--- src/rtl/matmul_rr_scheduler.sv ---
// matmul_rr_scheduler
//   Shares one sequential 2x2 signed matrix multiplier among NREQ requesters.
//   Pending requests are arbitrated round-robin. The winner's operands are
//   latched and the multiplier gets a one-cycle start pulse. Its result is then
//   returned tagged with the requester id. If the multiplier never completes,
//   a watchdog produces an error response.
//
// Ports
//   clk, rst_n          clock (rising edge), asynchronous active-low reset
//   req_valid/req_ready per-requester handshake; req_ready is one-hot
//   req_a/req_b         operands per requester, slice i = {x11,x12,x21,x22}, 4b signed
//   mm_start            one-cycle start pulse to the multiplier
//   mm_a/mm_b           latched operands, stable from grant until the response is accepted
//   mm_done/mm_c        multiplier completion pulse and result {c11,c12,c21,c22}, 9b signed
//   rsp_valid/rsp_ready response handshake
//   rsp_id/rsp_c/rsp_err response payload; rsp_err=1 means watchdog timeout with rsp_c=0
//   busy                high while a job is in flight (state != IDLE)
//
// Handshake semantics (both interfaces): a transfer happens on a rising clock
// edge where valid and ready are both 1. A producer that raises valid holds it
// and its payload stable until that transfer. Ready may depend combinationally
// on valid. Here req_ready is combinational and is only asserted in IDLE.
// rsp_valid is registered and its payload is held until rsp_ready.

module matmul_rr_scheduler #(
  parameter int NREQ    = 4,
  parameter int IDW     = 2,
  parameter int TIMEOUT = 15
) (
  input  logic              clk,
  input  logic              rst_n,
  input  logic [NREQ-1:0]   req_valid,
  input  logic [NREQ*16-1:0] req_a,
  input  logic [NREQ*16-1:0] req_b,
  output logic [NREQ-1:0]   req_ready,
  output logic              mm_start,
  output logic [15:0]       mm_a,
  output logic [15:0]       mm_b,
  input  logic              mm_done,
  input  logic [35:0]       mm_c,
  output logic              rsp_valid,
  input  logic              rsp_ready,
  output logic [IDW-1:0]    rsp_id,
  output logic [35:0]       rsp_c,
  output logic              rsp_err,
  output logic              busy
);

  localparam int WDW = $clog2(TIMEOUT + 1);
  localparam logic [WDW-1:0] WD_LAST = WDW'(TIMEOUT - 1);
  localparam logic [IDW:0]   NREQ_W  = (IDW+1)'(NREQ);

  typedef enum logic [1:0] {
    S_IDLE  = 2'd0,
    S_START = 2'd1,
    S_WAIT  = 2'd2,
    S_RESP  = 2'd3
  } state_t;

  state_t         state;
  logic [IDW-1:0] rr_ptr;
  logic [IDW-1:0] job_id;
  logic [WDW-1:0] wd;

  // Arbitration: rotate the request vector so rr_ptr sits at bit 0. The lowest
  // set bit of the rotated vector is then the round-robin winner. Its offset
  // is added back to rr_ptr modulo NREQ.
  logic [2*NREQ-1:0] dbl;
  logic [NREQ-1:0]   rot;
  logic              found;
  logic [IDW:0]      sum;
  logic [IDW-1:0]    win_id;
  logic [NREQ-1:0]   grant;
  logic [15:0]       win_a;
  logic [15:0]       win_b;

  always_comb begin
    dbl   = {req_valid, req_valid};
    rot   = NREQ'(dbl >> rr_ptr);
    found = 1'b0;
    sum   = '0;
    // Descending scan: the last hit, i.e. the lowest offset, wins.
    for (int j = NREQ - 1; j >= 0; j--) begin
      if (rot[j]) begin
        found = 1'b1;
        sum   = {1'b0, rr_ptr} + (IDW+1)'(j);
      end
    end
    if (sum >= NREQ_W) begin
      sum = sum - NREQ_W;
    end
    win_id = sum[IDW-1:0];
    grant  = '0;
    win_a  = '0;
    win_b  = '0;
    for (int i = 0; i < NREQ; i++) begin
      if (found && (win_id == IDW'(i))) begin
        grant[i] = 1'b1;
        win_a    = req_a[i*16 +: 16];
        win_b    = req_b[i*16 +: 16];
      end
    end
  end

  // Grants are offered only in IDLE. While reset is held, the grant is forced
  // low so that every output reads 0.
  assign req_ready = ((state == S_IDLE) && rst_n) ? grant : '0;

  always_ff @(posedge clk or negedge rst_n) begin
    if (!rst_n) begin
      state     <= S_IDLE;
      rr_ptr    <= '0;
      job_id    <= '0;
      wd        <= '0;
      mm_start  <= 1'b0;
      mm_a      <= '0;
      mm_b      <= '0;
      rsp_valid <= 1'b0;
      rsp_id    <= '0;
      rsp_c     <= '0;
      rsp_err   <= 1'b0;
      busy      <= 1'b0;
    end else begin
      case (state)
        S_IDLE: begin
          // mm_done is deliberately ignored here; a stale pulse has no job.
          if (found) begin
            mm_a     <= win_a;
            mm_b     <= win_b;
            job_id   <= win_id;
            mm_start <= 1'b1;
            busy     <= 1'b1;
            state    <= S_START;
          end
        end
        S_START: begin
          mm_start <= 1'b0;
          wd       <= '0;
          state    <= S_WAIT;
        end
        S_WAIT: begin
          // Completion takes priority over a coincident timeout.
          if (mm_done) begin
            rsp_c     <= mm_c;
            rsp_err   <= 1'b0;
            rsp_id    <= job_id;
            rsp_valid <= 1'b1;
            state     <= S_RESP;
          end else if (wd == WD_LAST) begin
            rsp_c     <= '0;
            rsp_err   <= 1'b1;
            rsp_id    <= job_id;
            rsp_valid <= 1'b1;
            state     <= S_RESP;
          end else begin
            wd <= wd + 1'b1;
          end
        end
        S_RESP: begin
          if (rsp_ready) begin
            rsp_valid <= 1'b0;
            busy      <= 1'b0;
            rr_ptr    <= (job_id == IDW'(NREQ - 1)) ? '0 : job_id + 1'b1;
            state     <= S_IDLE;
          end
        end
        default: state <= S_IDLE;
      endcase
    end
  end

endmodule
--- config.mk ---
export PLATFORM = sky130hd
export DESIGN_NAME = matmul_rr_scheduler
export DESIGN_NICKNAME = d
export VERILOG_FILES = /design/src/rtl/matmul_rr_scheduler.sv
export SDC_FILE = /design/constraint.sdc
export NUM_CORES = 1
export LEC_CHECK = 0
export CAP_MARGIN = 0
export CORE_ASPECT_RATIO = 0.8
export CORE_UTILIZATION = 40
export CTS_BUF_LIST = sky130_fd_sc_hd__clkbuf_8
export DETAILED_ROUTE_END_ITERATION = 8
export PLACE_DENSITY_LB_ADDON = 0.2
export SYNTH_ARGS = -nofsm -noshare
export SYNTH_HDL_FRONTEND = slang
export SYNTH_SLANG_ARGS = --single-unit
--- constraint.sdc ---
create_clock -name clk -period 3.4 [get_ports clk]
set_input_delay 0.68 -clock clk [delete_from_list [all_inputs] [get_ports clk]]
set_output_delay 0.68 -clock clk [all_outputs]
set_load 0.05 [all_outputs]
==> impl_metrics.tcl, run 1 <==
set metrics [dict create \
    synthCells 476 \
    mostFrequentLayoutCell "clkdlybuf4s50_1" \
    synth_edf_count 0 \
    crit_family "buffers and inverters" \
    yosysTopAreaCell "dfrtp_1" \
    p_leak_nw 3.27 \
    yosys_register_bits 84 \
    cts.sinks 84 \
    finalHoldViolCount 0 \
    finalSetupViolCount 0 \
    layout_common_cells "244 x clkdlybuf4s50_1, 84 x dfrtp_1, 47 x nand2_1" \
    seq_area_um2 2100 \
    clk_pin_slew_ns 0.09 \
    syn_nets 656 \
    async_flop_share_pct 100 \
    grt_antenna_before_repair 0 \
    routabilityCongestion 0.807 \
    ant_nets 0 \
    ys.flop_type "dfrtp_1" \
    ios 250 \
    diodes 0 \
    yosysSeqAreaShare_pct 44.7 \
    drt_iter0_drc 180 \
    vias 4519 \
    globalRoute.totalOverflow 0 \
    cp-start-kind "input port" \
    critical_path.max_fanout 10 \
    grt_pass1_wl_um 21900 \
    tightest_slew_ns 0.843 \
    grt_pass1_vias 4387 \
    postPlaceCellArea_um2 7250 \
    drive_gt1_share_pct 11.6 \
    syn_area_per_cell_um2 9.88 \
    outcome "finished, final reports clean" \
    grt_max_degree 61 \
    worst_hold_path_type "input port to asynchronous set/reset pin" \
    clock-skew-final_ns 0.00534 \
    holdWs_ns 0.244 \
    area_delta_synth_final_pct 58.5 \
    holdBufCountCts 0 \
    drtPass1Iterations 4 \
    io_buffers 249 \
    grtUsageTotal_pct 23.0 \
    power.density_nw_per_um2 895 \
    drt-total-wl_um 14200 \
    die_y_um 99.0 \
    rsz0062_at_grt "false" \
    cp.arrival_ns 2.34 \
    crit_chain "clkdlybuf4s50_1 -> a21oi_1 -> o211a_4 -> nor2b_1 -> buf_12" \
    path_buf_inv 2 \
    clock-root-buffer "clkbuf_8" \
    layout_min_cycle_time_ns 3.02 \
    htreeDepth 3 \
    start_util_pct 41.0 \
    synth.top_cell.area_share_pct 44.7 \
    multi_input_area_um2 2210 \
    synth.area.top_cells "dfrtp_1 45%, a2111oi_2 9.3%, a22o_1 6.7%" \
    dieWidth_um 123 \
    via_per_inst 5.25 \
    coreArea_um2 11500 \
    yosys_warnings 0 \
    nFillCells 932 \
    post-cts-setup-buffers 0 \
    clk_latency_ns 0.34 \
    slew_viol_final 0 \
    synth_area_um2 4700 \
    clk_path_buf_depth 2 \
    synth.distinct_cells 47 \
    die-area_um2 12200 \
    hpwl_um 10400 \
    fin_crit_sh_pct 88.8 \
    setup_tns_ns 0 \
    wire_per_inst_um 16.5 \
    cts_resized 0 \
    fin_area_um2 7450 \
    rows 35 \
    slew_headroom_pct 43.6 \
    worstSetupEndpointType "output port" \
    nets 888 \
    max_freq_mhz 331 \
    ir_drop_mv 0.334 \
    worst_ep_required_time_ns 2.72 \
    cts_buffers 9 \
    crit_path_max_incr_delay_ns 0.66 \
    maxCapViolations 0 \
    critPathSlowestCell "clkdlybuf4s50_1" \
    cts_tree "built" \
    drc 0 \
    critPathKind "input port to output port" \
]
report_power, final:
group	switching (W)	internal, W	total (W)
Sequential	0.000301	0.00145	0.00175
Clock	0.000373	0.000345	0.000718
Combinational	0.00262	0.00158	0.00420
worst paths after layout:
path                                           start                    end  slack, ns  depth (start not counted)
worst max-delay path                    req_valid[3]           req_ready[1]       0.38                          5
worst min-delay path                           rst_n   mm_a[10]$_DFFE_PN0P_       0.24                          1
worst max register to register  state[0]$_DFFE_PN0P_   mm_b[13]$_DFFE_PN0P_       1.18                          6
worst min register to register  mm_a[11]$_DFFE_PN0P_   mm_a[11]$_DFFE_PN0P_       0.49                          2
max in group asynchronous                      rst_n  job_id[0]$_DFFE_PN0P_       2.11                          2
min in group clk                mm_a[11]$_DFFE_PN0P_   mm_a[11]$_DFFE_PN0P_       0.49                          2
per-stage QoR:
stage / power (W) / utilization [%] / setup WS [ns] / instances
floorplan: 0.00460 / - / 0.635 / 476
global placement: 0.00590 / 63.2 / 0.436 / 845
finish: 0.00667 / 65.0 / 0.380 / 861
CTS: 0.00672 / 65.0 / 0.387 / 861
global route: 0.00706 / 65.0 / 0.280 / 861
detailed placement: 0.00598 / 63.2 / 0.343 / 845
kinds of logic (layout without fill, tap and decap cells):
family	Yosys count	count (layout)	synth area share (%)
DFF	84	84	44.7
AOI/OAI and AO/OA	161	161	28.9
xor gates and xnor gates	2	2	0.373
and+or+nand+nor	140	140	14.4
muxes	4	4	0.958
adders and majority gates	8	8	2.13
buffers and inverters	77	314	8.59
synth_stat cells (2+ instances only):
master     count
dfrtp_1       84
nand2_1       47
nor2_1        42
o21ai_0       41
a22o_1        36
inv_1         36
and3_1        32
o21ai_1       32
a2111oi_2     29
clkbuf_1      16
buf_6         12
a21oi_1        8
ha_1           8
buf_2          5
buf_4          4
mux2_2         4
nor2b_1        4
a2111oi_0      2
nand2b_1       2
nand3_1        2
nor2b_2        2
o31ai_1        2
xor2_1         2
metal layers:
layer | up-vias | GRT usage, % | routed length, um
met2 | 200 | 37.6 | 6700
met5 | - | 0 | 0
met1 | 2139 | 30.6 | 6280
li1 | 2156 | - | -
met4 | 0 | 8.34 | 315
met3 | 24 | 3.82 | 916
layout make-up:
| type | instances | share of cell area (%) |
|---|---|---|
| timing repair buffer | 260 | 35.1 |
| multi-input combinational | 315 | 29.6 |
| sequential | 84 | 28.2 |
| tap | 148 | 2.48 |
| inverter | 38 | 1.95 |
| clock buffer | 9 | 1.66 |
| clock inverter | 7 | 1.01 |
state kept, by name (all words and copies together) (netlist names), 2 cells and up:
| name | flops |
|---|---|
| rsp_c | 36 |
| wd | 4 |
| state | 2 |
| rsp_id | 2 |
| mm_a | 16 |
| rr_ptr | 2 |
| job_id | 2 |
| mm_b | 16 |
Power figures use the tool's default switching activity.
==> inputs of run 2 (changes only) <==
--- a/config.mk
+++ b/config.mk
@@ -7,6 +7,7 @@
 export LEC_CHECK = 0
 export CAP_MARGIN = 0
 export CORE_ASPECT_RATIO = 0.8
+export CORE_MARGIN = 5
 export CORE_UTILIZATION = 40
 export CTS_BUF_LIST = sky130_fd_sc_hd__clkbuf_8
 export DETAILED_ROUTE_END_ITERATION = 8
==> run 2 against run 1 <==
Net effect: worst hold slack improved by 0.24 ns; highest routed layer unchanged; via count is 0.91% higher; final cell count rose by 0.12%; combinational power hardly changed.
==> impl_metrics.tcl, run 2 (synthesis results as in run 1) <==
set metrics [dict create \
    power.density_nw_per_um2 896 \
    cp-start-kind "input port" \
    area_delta_synth_final_pct 58.4 \
    die_y_um 107 \
    grt_antenna_before_repair 0 \
    ir_drop_mv 0.363 \
    routabilityCongestion 0.833 \
    worstSetupEndpointType "output port" \
    start_util_pct 40.8 \
    clk_latency_ns 0.35 \
    vias 4560 \
    drt-total-wl_um 15600 \
    finalHoldViolCount 0 \
    worst_hold_path_type "flip-flop to flip-flop" \
    clk_path_buf_depth 2 \
    cts.sinks 84 \
    postPlaceCellArea_um2 7250 \
    utilization_pct 64.7 \
    ant_nets 0 \
    grt_pass1_vias 4624 \
    drc 0 \
    dieWidth_um 131 \
    tightest_slew_ns 1.10 \
    htreeDepth 3 \
    drt_iter0_drc 156 \
    mostFrequentLayoutCell "clkdlybuf4s50_1" \
    worst_ep_required_time_ns 2.72 \
    largest_reg_flops 36 \
    hpwl_um 11800 \
    clock-root-buffer "clkbuf_8" \
    regMostFlops "rsp_c" \
    nets 889 \
    io_buffers 249 \
    finalSetupViolCount 0 \
    reg.largest.list "rsp_c x36, mm_a x16, mm_b x16" \
    holdBufCountCts 0 \
    coreArea_um2 11500 \
    post-cts-setup-buffers 0 \
    grtUsageTotal_pct 21.6 \
    cts_tree "built" \
    cts_resized 0 \
    grt_pass1_wl_um 24600 \
    setup_tns_ns 0 \
    clk_pin_slew_ns 0.08 \
    rsz0062_at_grt "false" \
    cp.arrival_ns 2.25 \
    fin_area_um2 7450 \
    maxCapViolations 0 \
    outcome "finished, final reports clean" \
    die-area_um2 14000 \
    critical_path.max_fanout 11 \
    layout_common_cells "244 x clkdlybuf4s50_1, 84 x dfrtp_1, 47 x nand2_1" \
    ios 250 \
    p_leak_nw 3.27 \
    diodes 0 \
    slew_headroom_pct 26.6 \
    slew_viol_final 0 \
    clock-skew-final_ns 0.00735 \
    fin_crit_sh_pct 86.2 \
    drive_gt1_share_pct 11.8 \
    layout_min_cycle_time_ns 2.93 \
    max_freq_mhz 341 \
    via_per_inst 5.29 \
    grt_max_degree 85 \
    critPathKind "input port to output port" \
    wire_per_inst_um 18.0 \
    globalRoute.totalOverflow 0 \
    rows 35 \
    r2r_slack_ns 0.95 \
    nFillCells 951 \
    drtPass1Iterations 5 \
    cts_buffers 9 \
]
==> run 2: metal layers <==
layer	GRT usage, %	vias up	wire length [um]
li1	-	2161	-
met5	0	-	0
met3	6.38	23	1260
met4	7.27	0	270
met1	26.8	2168	6400
met2	36.1	208	7630
==> run 2: area by class of cell <==
cell class,instances,area (um2),share of cell area (%)
repair buffers,261,2610,35.0
multi-input cells,315,2210,29.6
inverters,38,145,1.95
clock buffers,9,124,1.66
well taps,148,185,2.49
flip-flops and latches,84,2100,28.2
clock inverters,7,76.3,1.02
==> run 2: worst paths after layout <==
path / startpoint / depth (start not counted) / endpoint
min in group asynchronous: rst_n / 2 / state[1]$_DFFE_PN0P_
max reg2reg: rr_ptr[1]$_DFFE_PN0P_ / 5 / mm_a[10]$_DFFE_PN0P_
min: mm_b[1]$_DFFE_PN0P_ / 2 / mm_b[1]$_DFFE_PN0P_
min reg2reg: mm_b[1]$_DFFE_PN0P_ / 2 / mm_b[1]$_DFFE_PN0P_
max in group asynchronous: rst_n / 2 / mm_b[14]$_DFFE_PN0P_
max: req_valid[0] / 6 / req_ready[1]
==> run 2: worst max-delay path, stage by stage <==
cell             delay (ns)
clkdlybuf4s50_1        0.55
buf_4                  0.25
o21ai_0                0.13
o211a_4                0.24
nor2b_1                0.23
buf_12                 0.17
==> run 2: where the power goes <==
part           total [W]  internal (W)  switching (W)
combinational    0.00420       0.00158        0.00262
sequential       0.00176       0.00145       0.000311
clock           0.000714      0.000343       0.000371
==> run 2: metrics by stage <==
stage	total power (W)	hold slack (ns)	worst slack, ns	std cells
2_1_floorplan	0.00460	0.384	0.635	476
3_3_place_gp	0.00592	0.470	0.384	846
3_5_place_dp	0.00600	0.474	0.292	846
4_1_cts	0.00673	0.495	0.483	862
5_1_grt	0.00705	0.517	0.404	862
6_report	0.00668	0.488	0.468	862
